[src/rtl/turn_signal_ctrl.sv]
// rtl/turn_signal_ctrl.sv - switch sync, request arbitration and step sequencing for the tail-light lamp FSM
module turn_signal_ctrl #(
    parameter int TICK_DIV   = 50_000_000,
    parameter int TURN_STEPS = 4,
    parameter int HAZ_STEPS  = 2
) (
    input  logic       clk_50mhz,
    input  logic       reset_n,
    input  logic       haz_sw,
    input  logic       left_sw,
    input  logic       right_sw,
    output logic       step,
    output logic       haz_cmd,
    output logic       left_cmd,
    output logic       right_cmd,
    output logic [1:0] phase,
    output logic       busy
);

    localparam int            CW        = (TICK_DIV > 2) ? $clog2(TICK_DIV) : 1;
    localparam logic [CW-1:0] TICK_LAST = CW'(TICK_DIV - 1);
    localparam logic [1:0]    TURN_LAST = 2'(TURN_STEPS - 1);
    localparam logic [1:0]    HAZ_LAST  = 2'(HAZ_STEPS - 1);

    typedef enum logic [1:0] {IDLE, LEFT, RIGHT, HAZ} state_t;

    // bit order in the synchronizer vectors: {haz, left, right}
    logic [2:0]    sync1, sync2;
    logic          s_haz, s_left, s_right;
    logic          hreq, lreq, rreq;
    logic [CW-1:0] tick_cnt;
    logic          tick;
    state_t        state, next_state;
    logic [1:0]    phase_q, next_phase;

    // Two-flop synchronizers for the raw switches
    always_ff @(posedge clk_50mhz or negedge reset_n) begin
        if (!reset_n) begin
            sync1 <= '0;
            sync2 <= '0;
        end else begin
            sync1 <= {haz_sw, left_sw, right_sw};
            sync2 <= sync1;
        end
    end

    assign s_haz   = sync2[2];
    assign s_left  = sync2[1];
    assign s_right = sync2[0];

    // Both turn switches together are treated as a hazard request
    assign hreq = s_haz | (s_left & s_right);
    assign lreq = s_left & ~s_right & ~s_haz;
    assign rreq = s_right & ~s_left & ~s_haz;

    assign tick = (tick_cnt == TICK_LAST);

    // Free-running step divider; step is the registered tick condition
    always_ff @(posedge clk_50mhz or negedge reset_n) begin
        if (!reset_n) begin
            tick_cnt <= '0;
            step     <= 1'b0;
        end else begin
            tick_cnt <= tick ? '0 : tick_cnt + CW'(1);
            step     <= tick;
        end
    end

    function automatic state_t arbitrate(input logic h, input logic l, input logic r);
        if (h)      return HAZ;
        else if (l) return LEFT;
        else if (r) return RIGHT;
        else        return IDLE;
    endfunction

    // State and phase register
    always_ff @(posedge clk_50mhz or negedge reset_n) begin
        if (!reset_n) begin
            state   <= IDLE;
            phase_q <= 2'd0;
        end else begin
            state   <= next_state;
            phase_q <= next_phase;
        end
    end

    // Next state: only the tick cycle may move the sequence
    always_comb begin
        next_state = state;
        next_phase = phase_q;
        if (tick) begin
            case (state)
                IDLE: begin
                    next_state = arbitrate(hreq, lreq, rreq);
                    next_phase = 2'd0;
                end
                LEFT, RIGHT: begin
                    if (hreq) begin
                        next_state = HAZ;
                        next_phase = 2'd0;
                    end else if (phase_q == TURN_LAST) begin
                        next_state = arbitrate(hreq, lreq, rreq);
                        next_phase = 2'd0;
                    end else begin
                        next_phase = phase_q + 2'd1;
                    end
                end
                HAZ: begin
                    if (phase_q == HAZ_LAST) begin
                        next_state = arbitrate(hreq, lreq, rreq);
                        next_phase = 2'd0;
                    end else begin
                        next_phase = phase_q + 2'd1;
                    end
                end
                default: begin
                    next_state = IDLE;
                    next_phase = 2'd0;
                end
            endcase
        end
    end

    // Command registers load from next state so they change together with step
    always_ff @(posedge clk_50mhz or negedge reset_n) begin
        if (!reset_n) begin
            haz_cmd   <= 1'b0;
            left_cmd  <= 1'b0;
            right_cmd <= 1'b0;
        end else begin
            haz_cmd   <= (next_state == HAZ);
            left_cmd  <= (next_state == LEFT);
            right_cmd <= (next_state == RIGHT);
        end
    end

    // Status outputs straight from the state/phase registers
    always_comb begin
        busy  = (state != IDLE);
        phase = phase_q;
    end

endmodule

[config.mk]
export PLATFORM = sky130hd
export DESIGN_NAME = turn_signal_ctrl
export DESIGN_NICKNAME = d
export VERILOG_FILES = /design/src/rtl/turn_signal_ctrl.sv
export SDC_FILE = /design/constraint.sdc
export NUM_CORES = 1
export LEC_CHECK = 0
export BUFFER_PORTS_ARGS = -buffer_cell sky130_fd_sc_hd__buf_2
export CORE_MARGIN = 1.5
export CORE_UTILIZATION = 50
export CTS_CLUSTER_DIAMETER = 60
export DETAILED_ROUTE_END_ITERATION = 7
export PLACE_DENSITY = 0.7
export SLEW_MARGIN = 10
export SYNTH_ARGS = -nofsm -noshare
export SYNTH_HDL_FRONTEND = slang
export SYNTH_SLANG_ARGS = --single-unit
[constraint.sdc]
create_clock -name clk_50mhz -period 1.75 [get_ports clk_50mhz]
set_clock_uncertainty 0.05 [all_clocks]
set_input_delay 0.525 -clock clk_50mhz [delete_from_list [all_inputs] [get_ports clk_50mhz]]
set_output_delay 0.525 -clock clk_50mhz [all_outputs]
set_load 0.05 [all_outputs]
# == Yosys cells after proc, flatten, opt, wreduce, memory -nomap -nowiden ==
# Index checks and enable logic that the tools add are counted.
# totals
reg_bits,40
in_bits,5
output_inout_bits,7
word_cells,45
# classes
n_addsub,2
eq_ne,9
muxes,13
bitwise,9
reduce_logical,3
# op_table
operator,n
$add 26x1->26 const B,1
$eq 26x26->1 const B,1
$mux 26,1
$mux 2,10
$pmux 2 s3,2
$eq 2x2->1 const B,5
$eq 2x1->1 const B,3
$and 1x1->1,5
$not 1->1,3
$add 2x1->2 const B,1
$logic_not 2->1,1
$reduce_bool 2->1,1
$reduce_or 2->1,1
$or 1x1->1,1

# == Depth between registers and ports, before layout ==
# Gate-level depths: netlist of run 1.
# depth
depth_word,10
mapped_depth,7
ltp_nobuf,7

# == Worst setup path after synthesis of run 1 ==
# OpenSTA, ideal clock, no wires.
# synth_timing
path_type,reg-to-reg
from,register phase_q[1] (netlist: phase[1])
to,register phase_q[0] (netlist: phase[0])
arrival_ns,1.931
required_time_ns,1.624
path_slack_ns,-0.307
stages_incl_launch_ff,8
n_path_buf,0
path_cell_list,dfrtp_1 inv_1 ha_1 nand2b_1 a21oi_1 o21ai_0 or3_1 o21ai_1
# synth_via
elab_chain_cells,4
word_cells_on_any_way,6
classes_between,2 x eq/ne; 4 x mux
# synth_lines
item,line,source
"start, declared",34,"logic [1:0] phase_q, next_phase;"
"start signal, assigned",83,phase_q <= next_phase;
$eq 2x2->1,101,end else if (phase_q == TURN_LAST) begin
$mux 2,101,
$mux 2,98,if (hreq) begin
$pmux 2 s3 *,92,case (state)
# Every way passes the cells marked *; elsewhere a longest branch is shown, timed or not.
# A chain may end at the register's enable or synchronous reset.

# == Final worst setup path of run 1 ==
# layout_timing
from,register state[0]
to,register right_cmd
# layout_via
elab_chain_cells,5
word_cells_on_any_way,11
classes_between,4 x eq/ne; 5 x mux; 2 x reduce/logical
# layout_lines
item,line,source
"start, declared",33,"state_t state, next_state;"
"start signal, assigned",82,state <= next_state;
"$eq 2x1->1, or another cell as far along",92,
$reduce_or 2->1 / $mux 2 (equally long branches),"92, 98",
$pmux 2 s3,92,
$mux 2 *,91,if (tick) begin
$eq 2x2->1 *,133,right_cmd <= (next_state == RIGHT);
"end signal, assigned",133,
"end, declared",15,"output logic right_cmd,"
# Marks and branches as above.

==> qor.txt, run 1 <==
Minimum clock period - 1.90 ns
Clock group share of total power - 0.517
Setup ws final - -0.145 ns
Crit path kind - register to register
Worst skew pair latency - 0.30 ns
Final Util - 0.731
Global-route wire length before repair - 7780 um
Power Density - 699 mW/mm2
Synth unique cells - 41
GR peak layer - met2
Number of routed nets with antenna violations - 0
Final max-slew violation count - 0
HPWL after DPL - 3380 um
Grt met2 use - 0.391
Share of cells above drive strength 1 - 0.435
Top cells by area, synth - dfrtp_1, xor2_1, ha_1
ANT cells - 0
Final setup viols - 10
Grt total ovfl - 0
Internal power - 1.66 mW
Iter 0 DRT Violations - 135
Die ar. - 0.00450 mm2
Die height - 67.1 um
Initial antenna violation count - 0
Synth Area per Inst - 10.9 um2
Initial Util - 0.517
Top cell type's share of synthesized area - 0.487
Pre-CTS setup slack - -0.126 ns
Post-Syn Area - 0.00205 mm2
Cell taking the most area after synthesis - dfrtp_1
Syn_nets - 201
Worst Path Buf+Inv - 2
Max FO, Critical Path - 4
Slew of the pin with the lowest slew margin - 0.436 ns
Ys Warns - 0
Total number of vias - 1762
Critical-path top delay cell - dfrtp_2
DRC errors left - 0
First-pass DRT Iterations - 4
Family with the most delay on the worst path - compound AO/OA/AOI/OAI gates
Avg WL per Cell - 18.0 um
Die Wd - 67.1 um
Core area - 0.00397 mm2
Worst Setup End Kind - register
Most used DFF post-synth - dfrtp_1
All-Layer GR Usage - 0.237
Hold-fix buffer count after cts - 0
Seq pwr share - 0.460
WL final - 5370 um
NetSw - 368 uW
Clk sinks - 40
Most frequent cells in the layout - buf_4, dfrtp_1, nor2_1
EDFF count, synth - 0
Share of flip-flops with an asynchronous set or reset - 1.00
Static leakage - 1.36 nW
Gpl congestion - 0.908
Post-Synthesis Cells - 189
Root buf cell - clkbuf_8
Commonest non-fill, non-tap cell in the layout - buf_4
I/O pin count - 12
CTS tree - built
Status - complete, but fails checks
Max clock buf depth - 2
Cell Chain, Critical Path - inv_4 -> ha_4 -> a211oi_4 -> a211o_1 -> buf_6 -> a2111oi_4 -> a21o_1
Met3 usage - 0.0574
Pin count of the biggest net entering global routing - 24
# port buffers - 11
CP required - 1.94 ns
TritonCTS Buffers - 5
Crit path DAT - 2.09 ns
Hold WC Path Type - input pin to async pin
Unrepaired setup endpoints after global routing - true
Nature of the critical path startpoint - register
Num rows - 23
Tcrit/Tclk final - 1.08
Vias in the first global route - 1716
Failing checks - setup timing
Nets - 259
Vias/cell - 5.91
Maximum VDD drop - 0.642 mV
Clock slew at reported path FFs - 0.08 ns
Fin. Hold Viols - 0
Sequential share of the synthesized area - 0.487
Met1 GRT Util - 0.297
Synthesis-to-layout area growth - 41.4%
H-tree depth - 2
Max_slew headroom - 0.710
Max Fclk - 0.528 GHz
CP peak stage delay - 0.46 ns
Seq cells post-synth - 40
Logic pwr share - 0.023
Max-cap viol count - 0
Switching Fraction - 0.182
[area by class of cell]
| cell class | count | area (um2) |
|---|---|---|
| Clock buffer | 5 | 68.8 |
| Clock inverter | 3 | 90.1 |
| Fill cell | 272 | 1070 |
| Inverter | 6 | 25.0 |
| Multi-Input combinational cell | 135 | 1190 |
| Sequential cell | 40 | 1010 |
| Tap cell | 50 | 62.6 |
| Timing Repair Buffer | 59 | 453 |
[registers in the layout (all words and copies together) (netlist names)]
register   flops
step           1
right_cmd      1
sync2          3
left_cmd       1
sync1          3
haz_cmd        1
state          2
tick_cnt      26
phase          2
[through the flow]
| stage | setup TNS (ns) | power, mW | hold slack, ns | area (um2) | instances |
|---|---|---|---|---|---|
| 6_report | -0.390 | 2.03 | 0.103 | 2900 | 298 |
| 5_1_grt | -1.56 | 2.08 | 0.137 | 2900 | 298 |
| 4_1_cts | -0.100 | 2.04 | 0.127 | 2650 | 287 |
| 3_5_place_dp | -0.264 | 0.992 | 0.285 | 2410 | 274 |
| 3_3_place_gp | -0.162 | 0.989 | 0.284 | 2410 | 274 |
| 2_1_floorplan | -0.00132 | 0.960 | 0.179 | 2090 | 189 |
[cell families after synthesis]
| kind of cell | count (synthesis) | share of synthesized area |
|---|---|---|
| AOI/OAI and AO/OA | 27 | 0.0914 |
| DFF | 40 | 0.487 |
| xor gates and xnor gates | 22 | 0.0938 |
| adders and majority gates | 7 | 0.0426 |
| and+or+nand+nor | 79 | 0.247 |
| buffers and inverters | 14 | 0.0378 |
[cells in the mapped netlist, types with 2 or more instances]
| library cell | n |
|---|---|
| o21ai_1 | 2 |
| inv_1 | 6 |
| a211oi_1 | 4 |
| dfrtp_1 | 40 |
| nand3_1 | 13 |
| or3_1 | 3 |
| a21oi_1 | 6 |
| nand4_4 | 2 |
| buf_4 | 4 |
| xor2_1 | 15 |
| and4_1 | 6 |
| nor2_1 | 18 |
| and3_1 | 5 |
| nand4_1 | 9 |
| nor4_2 | 2 |
| and2_1 | 2 |
| nand2_1 | 7 |
| nand2b_1 | 4 |
| ha_1 | 7 |
| o31ai_1 | 2 |
| a21o_1 | 2 |
| o21ai_0 | 2 |
| xnor2_1 | 7 |
| a211o_1 | 2 |
| buf_2 | 2 |
| nor4b_1 | 2 |
[path summary, 6_finish.rpt]
check / start / end / slack [ns] / cells after the start
setup / recovery: state[0] / right_cmd / -0.15 / 7
hold / removal: reset_n / right_cmd / 0.10 / 1
setup reg to reg: state[0] / right_cmd / -0.15 / 7
hold reg to reg: sync1[2] / sync2[2] / 0.30 / 0
max in group asynchronous: reset_n / phase[0] / 1.07 / 2
min in group clk_50mhz: right_sw / sync1[0] / 0.28 / 1
[power by group through the flow]
stage / logic (mW) / clock network, mW / registers, mW
after floorplan: 0.00848 / 0 / 0.951
after global placement: 0.0374 / 0 / 0.952
after detailed placement: 0.0396 / 0 / 0.952
after CTS: 0.0457 / 1.06 / 0.934
after global routing: 0.0535 / 1.10 / 0.934
final: 0.0470 / 1.05 / 0.934
[metal layers]
layer	vias up	wire length, um
met5	-	0
met3	10	246
met1	886	2150
met4	0	102
met2	61	2870
li1	805	-
[repair_timing]
item                                    in CTS  in global routing
gates resized for setup                     12                 34
pin swaps                                    6                 17
endpoints found under the setup margin       5                 25
buffers inserted                             5                 11
Note: power is estimated with default switching activity, not from simulation.
==> run 2: changes to the inputs <==
==> constraint.sdc (replaced) <==
create_clock -name clk_50mhz -period 1.7 [get_ports clk_50mhz]
set_clock_uncertainty 0.05 [all_clocks]
set_input_delay 0.51 -clock clk_50mhz [delete_from_list [all_inputs] [get_ports clk_50mhz]]
set_output_delay 0.51 -clock clk_50mhz [all_outputs]
set_load 0.05 [all_outputs]
==> run 2 against run 1 <==
Effect of this change: the flow still finishes with violations (setup timing); total power down 12%; final cell count unchanged; largest power group is now sequential cells; critical path type unchanged; non-clock buffer count unchanged; worst hold slack better by 0.0039 ns; die area unchanged; sequential power up 3.0%; largest cell class unchanged.
==> qor.txt, run 2 (synthesis results as in run 1) <==
Vias/cell - 5.85
Number of routed nets with antenna violations - 0
First-pass DRT Iterations - 4
Cell Area, Placed - 0.00245 mm2
Biggest regs - tick_cnt: 26 flops, sync1: 3 flops, sync2: 3 flops
Post-Layout Cell Count - 298
WL final - 5160 um
Nature of the critical path startpoint - register
Clk sinks - 40
HPWL after DPL - 3390 um
Status - complete, but fails checks
Max reg flops - 26
R2R setup slack - -0.14 ns
Final setup viols - 10
Gpl congestion - 0.924
Crit path kind - register to register
Initial Util - 0.517
Synthesis-to-layout area growth - 37.3%
Num rows - 23
Grt total ovfl - 0
Initial antenna violation count - 0
Total number of vias - 1743
All-Layer GR Usage - 0.252
Static leakage - 1.33 nW
Worst R2R End - right_cmd
Maximum VDD drop - 0.635 mV
Share of cells above drive strength 1 - 0.423
Root buf cell - clkbuf_8
Most frequent cells in the layout - buf_4, dfrtp_1, nor2_1
Max FO, Critical Path - 4
Final max-slew violation count - 0
Hold WC Path Type - input pin to async pin
Final Util - 0.710
Die Wd - 67.1 um
Core area - 0.00397 mm2
Global-route wire length before repair - 8310 um
Minimum clock period - 1.84 ns
Final instance area - 0.00282 mm2
Max clock buf depth - 2
Nets - 259
CTS tree - built
Iter 0 DRT Violations - 124
Fin. Hold Viols - 0
Failing checks - setup timing
Pin count of the biggest net entering global routing - 41
Worst Setup End Kind - register
Setup ws final - -0.136 ns
# port buffers - 11
Power Density - 633 mW/mm2
R2R depth - 7
Commonest non-fill, non-tap cell in the layout - buf_4
TritonCTS Buffers - 5
Die height - 67.1 um
Top reg by flops - tick_cnt
Placed Instances - 279
DRC errors left - 0
Max-cap viol count - 0
Die ar. - 0.00450 mm2
Reg2Reg Launch Point - tick_cnt[18]
Max_slew headroom - 0.799
Crit path DAT - 2.03 ns
Clock slew at reported path FFs - 0.08 ns
Pre-CTS setup slack - -0.191 ns
Hold WS - 0.107 ns
ANT cells - 0
H-tree depth - 2
CP required - 1.89 ns
Tcrit/Tclk final - 1.08
Worst skew pair latency - 0.30 ns
Max Fclk - 0.545 GHz
Avg WL per Cell - 17.3 um
Vias in the first global route - 1782
Unrepaired setup endpoints after global routing - true
I/O pin count - 12
Slew of the pin with the lowest slew margin - 0.299 ns
-- run 2: cell types whose count changed in the layout (fill, tap and decap cells not counted), moves of 2 or more --
cell,delta
dfrtp_2,-3
dfrtp_1,+3
buf_6,+2
bufinv_16,-2
o21ai_1,-2
o21ai_2,+2
and4_4,-2
-- run 2: cell type report --
| class | instances | area [um2] |
|---|---|---|
| clock buffer | 5 | 68.8 |
| clock inverter | 3 | 42.5 |
| fill | 263 | 1150 |
| inverter | 6 | 22.5 |
| multi-input combinational | 135 | 1170 |
| sequential | 40 | 1010 |
| tap | 50 | 62.6 |
| timing repair buffer | 59 | 453 |
-- run 2: layer usage --
layer	part of all wire	GRT usage	wire, um	vias to the layer above
li1	-	-	-	798
met1	0.42	0.305	2170	879
met2	0.51	0.415	2620	52
met3	0.044	0.0659	227	14
met4	0.028	0.128	142	0
met5	0	0	0	-
-- run 2: per-stage QoR --
step,setup TNS (ns),total power [mW]
finish,-0.548,1.79
global route,-1.85,1.84
CTS,-0.391,1.79
detailed placement,-1.48,1.02
global placement,-1.13,1.02
floorplan,-0.0487,0.988
-- run 2: report_power, final --
group	internal (mW)	total, mW	switching (mW)
registers	0.958	0.962	0.00408
logic	0.0163	0.0467	0.0303
clock network	0.434	0.777	0.343
-- run 2: worst max-delay path, stage by stage (launching register included) --
cell and delay, ns:
dfrtp_1 0.39, buf_6 0.14, nor4b_4 0.21, and4_1 0.21
nand4_1 0.23, buf_4 0.23, a2111oi_4 0.19, a21o_1 0.12
-- run 2: repair_timing --
action / in CTS / in global routing
hold buffers: 0 / 0
cloned: 0 / 0
gates resized for setup: 26 / 12
setup buffers: 8 / 3
pin swaps: 13 / 14
setup endpoints to repair: 23 / 26
-- run 2: worst max-delay path by stage --
stage / from / to / cells after the start
5_1_grt: tick_cnt[18] / right_cmd / 7
4_1_cts: state[0] / right_cmd / 7
3_5_place_dp: tick_cnt[18] / right_cmd / 6
6_report: tick_cnt[18] / right_cmd / 7
3_3_place_gp: tick_cnt[18] / right_cmd / 6
2_1_floorplan: phase[1] / phase[0] / 7
